File: config.mk
export PLATFORM = sky130hd
export DESIGN_NAME = cond_unit
export DESIGN_NICKNAME = d
export VERILOG_FILES = /design/src/rtl/cond_unit.sv
export SDC_FILE = /design/constraint.sdc
export NUM_CORES = 1
export LEC_CHECK = 0
export BUFFER_PORTS_ARGS = -buffer_cell sky130_fd_sc_hd__buf_4
export CORE_ASPECT_RATIO = 0.8
export CORE_MARGIN = 2
export CORE_UTILIZATION = 30
export CTS_BUF_LIST = sky130_fd_sc_hd__clkbuf_2
export DETAILED_ROUTE_END_ITERATION = 16
export PLACE_DENSITY_LB_ADDON = 0.3
export REMOVE_ABC_BUFFERS = 1
export SLEW_MARGIN = 20
export SYNTH_ARGS = -nofsm -noshare
export SYNTH_HDL_FRONTEND = slang
export SYNTH_SLANG_ARGS = --single-unit
File: constraint.sdc
create_clock -name clk -period 2.8 [get_ports clk]
set_input_delay 0.42 -clock clk [delete_from_list [all_inputs] [get_ports clk]]
set_output_delay 0.42 -clock clk [all_outputs]
set_load 0.05 [all_outputs]
File: src/rtl/cond_unit.sv
// ---------------------------------------------------------------------------
// cond_unit -- conditional-execution unit for the CPU write-back path.
//
// Gates NUM_WE decoder write enables with a selectable condition evaluated on
// operand `a` or on a registered {V,C,N,Z} flags word. After a taken
// conditional write it opens a flush window of FLUSH_CYCLES cycles during
// which all writes and flag updates are suppressed.
//
// Ports:
//   clk          rising-edge clock
//   rst_n        asynchronous active-low reset
//   instr_valid  current instruction is valid
//   in_we        raw write enables from the decoder
//   cond_en      instruction is conditional
//   cond_sel     condition code select (0..7)
//   a            operand under test, also source of N/Z
//   flags_we     capture flags this cycle
//   alu_carry    ALU carry out  (C)
//   alu_ovf      ALU signed overflow (V)
//   out_we       gated write enables (combinational)
//   taken        condition passed on a valid conditional instruction
//   flush        flush window active
//   flags        registered {V,C,N,Z}
// ---------------------------------------------------------------------------
module cond_unit #(
    parameter int WIDTH        = 16,
    parameter int NUM_WE       = 2,
    parameter int FLUSH_CYCLES = 1
) (
    input  logic              clk,
    input  logic              rst_n,
    input  logic              instr_valid,
    input  logic [NUM_WE-1:0] in_we,
    input  logic              cond_en,
    input  logic [2:0]        cond_sel,
    input  logic [WIDTH-1:0]  a,
    input  logic              flags_we,
    input  logic              alu_carry,
    input  logic              alu_ovf,
    output logic [NUM_WE-1:0] out_we,
    output logic              taken,
    output logic              flush,
    output logic [3:0]        flags
);

    typedef enum logic {
        IDLE  = 1'b0,
        FLUSH = 1'b1
    } state_t;

    // Counter holds "remaining cycles after this one", so it loads N-1.
    localparam logic [3:0] FLUSH_LOAD =
        (FLUSH_CYCLES > 0) ? 4'(FLUSH_CYCLES - 1) : 4'd0;

    state_t     state;
    logic [3:0] flush_cnt;
    logic       flushing;
    logic       good;
    logic       a_zero;
    logic       a_neg;

    assign a_zero   = (a == '0);
    assign a_neg    = a[WIDTH-1];
    assign flushing = (state == FLUSH);
    assign flush    = flushing;

    // flags layout: [3]=V [2]=C [1]=N [0]=Z
    always_comb begin
        good = 1'b0;
        case (cond_sel)
            3'd0: good = ~a_zero;
            3'd1: good = a_zero;
            3'd2: good = a_neg;
            3'd3: good = ~a_neg;
            3'd4: good = flags[2];
            3'd5: good = ~flags[2];
            3'd6: good = flags[3];
            3'd7: good = flags[0];
            default: good = 1'b0;
        endcase
    end

    always_comb begin
        out_we = in_we & {NUM_WE{~flushing & (~cond_en | good)}};
    end

    assign taken = instr_valid & cond_en & good & ~flushing & (|in_we);

    always_ff @(posedge clk or negedge rst_n) begin
        if (!rst_n) begin
            flags <= '0;
        end else if (flags_we && instr_valid && !flushing) begin
            flags <= {alu_ovf, alu_carry, a_neg, a_zero};
        end
    end

    always_ff @(posedge clk or negedge rst_n) begin
        if (!rst_n) begin
            state     <= IDLE;
            flush_cnt <= '0;
        end else begin
            case (state)
                IDLE: begin
                    if (taken && (FLUSH_CYCLES > 0)) begin
                        state     <= FLUSH;
                        flush_cnt <= FLUSH_LOAD;
                    end
                end
                FLUSH: begin
                    if (flush_cnt == '0) begin
                        state <= IDLE;
                    end else begin
                        flush_cnt <= flush_cnt - 4'd1;
                    end
                end
                default: begin
                    state     <= IDLE;
                    flush_cnt <= '0;
                end
            endcase
        end
    end

endmodule

* Word level (Yosys, flattened, before mapping)
Cells that the tools add are included.
** Storage, ports and cells
- Logic and storage cells :: 40
- Input bits :: 28
- Output and inout port bits :: 8
- Flip-flop bits (word level) :: 9
** Cells by class
- Reductions and logical operators :: 8
- Bitwise logic cells :: 12
- $add $sub $neg :: 1
- Mux-type cells :: 7
- Equality and inequality tests :: 9
** Operators with widths (number)
- logical NOT 16 bit :: 1
- == test 3 bit (second input constant) :: 4
- 2-to-1 mux 4 bit :: 2
- case mux 1 bit (8 select lines) :: 1
- case mux 4 bit (2 select lines) :: 1
- == test 3 x 2 -> 1 bit (second input constant) :: 2
- bitwise AND 1 bit :: 5
- inverter 1 bit :: 5
- logical NOT 4 bit :: 1
- inequality test 2 bit (second input constant) :: 2
- subtractor 4 x 1 -> 4 bit (second input constant) :: 1
- == test 3 x 1 -> 1 bit (second input constant) :: 1
- logical NOT 3 bit :: 1
- bitwise AND 2 bit :: 1
- logical AND 1 bit :: 2
- 2-to-1 mux 1 bit :: 2
- case mux 1 bit (2 select lines) :: 1
- AND reduction 2 bit :: 1
- OR reduction 2 bit :: 1
- logical NOT 1 bit :: 1
- OR 1 bit :: 1

* Longest topological paths before layout
- Depth after elaboration :: 8
- Depth in mapped cells :: 6
- Gate-level depth less buffers :: 6

* Worst setup path after synthesis
Ideal clock, no wire load.
- Kind :: flip-flop to output port
- From :: register flags[2]
- To :: output port out_we[0]
- Setup slack :: -0.208 ns
- Data arrival time :: 2.588 ns
- Required time :: 2.380 ns
- Cell stages (with the launch flop) :: 5
- Path buffers :: 0
- Cell sequence :: dfrtp_1 > nor4bb_1 > a311oi_1 > a2bb2o_2 > a311oi_1
** Between the ends
- Word-level cells in the longest chain between the ends :: 5
** RTL lines
- start, declared :: RTL line 43 : output logic [3:0] flags
- start signal, assigned :: RTL line 93 : flags <= {alu_ovf, alu_carry, a_neg, a_zero};
- inverter 1 bit :: RTL line 76 : 3'd5: good = ~flags[2];
- case mux 1 bit (8 select lines) * :: RTL line 70 : case (cond_sel)
- OR 1 bit * :: RTL line 84 : out_we = in_we & {NUM_WE{~flushing & (~cond_en | good)}};
- bitwise AND 1 bit * :: RTL line 84
- bitwise AND 2 bit * :: RTL line 84
- end, declared :: RTL line 40 : output logic [NUM_WE-1:0] out_we,
Every way passes the cells marked *; elsewhere a longest branch is shown, timed or not.

* Worst setup path after layout
- From :: input port a[0]
- To :: output port out_we[1]
** Between the ends
- Word-level cells in the longest chain between the ends :: 6
** RTL lines
- start, declared :: RTL line 36 : input logic [WIDTH-1:0] a,
- logical NOT 16 bit * :: RTL line 62 : assign a_zero = (a == '0);
- inverter 1 bit :: RTL line 71 : 3'd0: good = ~a_zero;
- case mux 1 bit (8 select lines) * :: RTL line 70
- OR 1 bit * :: RTL line 84
- bitwise AND 1 bit * :: RTL line 84
- bitwise AND 2 bit * :: RTL line 84
Marked as above.

==> impl_metrics.env <==
export IMPL_synth_common_cells="dfrtp_1 (9), nand2_1 (7), mux2_2 (6)"
export IMPL_clock_latency_ns=0.24
export IMPL_final_nets=140
export IMPL_max_freq_mhz=428
export IMPL_drc_errors=0
export IMPL_slew_viol_final=0
export IMPL_grt_setup_unrepaired="false"
export IMPL_postRouteAntennaNets=0
export IMPL_cts_sinks=9
export IMPL_clockBufferDepth=2
export IMPL_leakagePower_nw=0.456
export IMPL_cp_slowest_cell="or2_4"
export IMPL_viasPerCell=5.21
export IMPL_drt_total_wl_um=1700
export IMPL_fin_skew_ns=0.00255
export IMPL_wl_met3_um=123
export IMPL_n_antenna_cell=0
export IMPL_synth_adder_area_share_pct=1.82
export IMPL_cp_max_fo=8
export IMPL_drtIter0Drc=28
export IMPL_worst_pin_slew_ns=0.351
export IMPL_crit_chain="buf_4 -> nor4_2 -> nand4_2 -> or2_4 -> a311oi_1 -> buf_4"
export IMPL_cts_buffers=3
export IMPL_total_power_w=0.000574
export IMPL_wl_per_cell_um=12.6
export IMPL_ctsResizeCount=0
export IMPL_cts_setup_buffers=0
export IMPL_synth_area_top_cells="dfrtp_1 (33%), mux2_2 (9.8%), nor4_2 (5.5%)"
export IMPL_syn_inst=71
export IMPL_place_ws_ns=0.460
export IMPL_synth_top_area_share_pct=32.8
export IMPL_initial_core_util_pct=31.8
export IMPL_critical_path_arrival_ns=1.92
export IMPL_tns_ns=0
export IMPL_yosysMostFrequentCell="dfrtp_1"
export IMPL_dr_pass1_iters=5
export IMPL_cp_num_buf_inv=2
export IMPL_areaGrowthSynthToFinish_pct=46.4
export IMPL_grt_pass1_wl_um=2790
export IMPL_path_common_cell="buf_4"
export IMPL_min_from="alu_ovf"
export IMPL_synth_top_family_by_area="simple AND/OR/NAND/NOR gates"
export IMPL_rr_startpoint="flush_cnt[0]"
export IMPL_synth_warnings=0
export IMPL_status="finished, final reports clean"
export IMPL_design_area_um2=1010
export IMPL_root_buffer="clkbuf_2"
export IMPL_grt_overflow=0
export IMPL_cts_max_level=1
export IMPL_r2r_slack_ns=1.00
export IMPL_ys_ff_latch=9
export IMPL_synthArstFlopShare_pct=100
export IMPL_cts_tree="built"
export IMPL_synthXorXnorAreaFrac_pct=0
export IMPL_max_slew_margin_pct=76.6
export IMPL_place_hpwl_um=1420
export IMPL_fin_ws_ns=0.465
export IMPL_io_pins=36
export IMPL_multi_input_area_um2=438
export IMPL_synth_edff_count=0
export IMPL_track_usage_pct=13.7
export IMPL_synth_compound_area_share_pct=20.8
export IMPL_synthMuxAreaShare_pct=9.84
export IMPL_cp_end_kind="primary output"
export IMPL_yosys_area_share_simple_pct=31.3
export IMPL_rows=15
export IMPL_setup_viol=0
export IMPL_critPathRequiredTime_ns=2.38
export IMPL_io_buffers=35
export IMPL_rr_worst_depth=6
export IMPL_cpPeakStageDelay_ns=0.32
export IMPL_top_layer="met3"
export IMPL_seq_area_um2=225
export IMPL_p_per_area_nw_per_um2=570
export IMPL_ys_seq_area_share_pct=32.8
export IMPL_die_area_um2=2690
export IMPL_gp_congestion=0.848
export IMPL_die_y_um=46.8
export IMPL_first_global_vias=658
export IMPL_period_share_pct=83.4
export IMPL_placed_area_um2=976
export IMPL_yosys_area_top_type="dfrtp_1"
export IMPL_min_path_cells=2
export IMPL_fin_util_pct=46.6
export IMPL_die_w_um=57.5
export IMPL_cp_top_family="simple AND/OR/NAND/NOR gates"
export IMPL_min_period_ns=2.34
export IMPL_drive_gt1_share_pct=50.0
export IMPL_r2r_end="flush_cnt[1]"
export IMPL_holdPathEnd="flags[3]"
export IMPL_antenna_found_initial=0
export IMPL_syn_area_um2=687
export IMPL_maxCapViolCount=0
export IMPL_fillers=206
export IMPL_syn_area_per_cell_um2=9.67
export IMPL_hold_violations=0
export IMPL_hp_class="primary input to flip-flop"
export IMPL_ir_worst_vdd_v=0.000329
export IMPL_vias=704
export IMPL_wl_met1_um=741
export IMPL_yosys_cell_types_count=32
export IMPL_route_met2_wl_um=832
export IMPL_start_kind="primary input"
export IMPL_synth_main_ff_cell="dfrtp_1"
export IMPL_worstSetupPathType="primary input to primary output"
export IMPL_clk_pin_slew_ns=0.08
export IMPL_core_area_um2=2160
export IMPL_grt_max_degree=13
[area by class of cell]
| cell class | count | share of cell area [%] |
|---|---|---|
| flip-flops and latches | 9 | 22.4 |
| clock buffers | 4 | 1.99 |
| well taps | 25 | 3.11 |
| inverters | 5 | 1.87 |
| repair buffers | 36 | 27.1 |
| multi-input cells | 56 | 43.5 |
[flip-flops by register name, indices dropped and copies added (netlist names)]
register   flops
flush          1
flush_cnt      4
flags          4
[logic make-up after synthesis]
logic type	Yosys count
multiplexers	6
AO/OA/AOI/OAI	20
AND/OR/NAND/NOR	29
adder cells (fa/ha/maj)	1
buffers and inverters	6
flip-flops	9
[power breakdown]
part	leakage [nW]	switching (W)	internal, W
sequential	0.106	0.0000384	0.000167
clock	0.0166	0.0000430	0.0000380
combinational	0.333	0.000158	0.000130
total	0.456	0.000240	0.000334
[metal layers]
layer	GRT usage [%]	vias up
met1	17.3	324
met5	0	-
met4	3.72	0
met2	23.0	24
li1	-	356
met3	4.68	0
[stage by stage]
| stage | std cells | hold slack (ns) |
|---|---|---|
| final | 135 | 0.404 |
| after floorplan | 70 | 0.124 |
| after CTS | 135 | 0.390 |
| after global routing | 135 | 0.385 |
| after detailed placement | 130 | 0.252 |
| after global placement | 130 | 0.250 |
[how the worst max path moves through the flow]
stage             start         to  slack (ns)  depth (start not counted)
6_report           a[0]  out_we[1]        0.46                          6
3_3_place_gp       a[0]  out_we[1]        0.49                          6
2_1_floorplan  flags[2]  out_we[0]       -0.21                          4
3_5_place_dp       a[0]  out_we[1]        0.46                          6
5_1_grt        flags[2]  out_we[0]        0.35                          5
4_1_cts            a[0]  out_we[1]        0.45                          6
[repair_timing]
item                                   in CTS  in global routing
endpoints found under the hold margin       9                  0
setup endpoints to repair                   0                  0
hold buffers                                1                  0
[layout by cell type, fill, tap and decap left out, types with 2 or more instances in the layout]
master    count
buf_4        35
dfrtp_1       9
nand2_1       7
mux2_2        6
inv_1         5
o21ai_0       5
clkbuf_2      4
nor4_2        3
nor2_1        3
a311oi_1      3
a21oi_1       3
nand2b_1      2
nor2b_1       2
nand3_1       2
o211ai_1      2
Note: power is estimated with default switching activity, not from simulation.
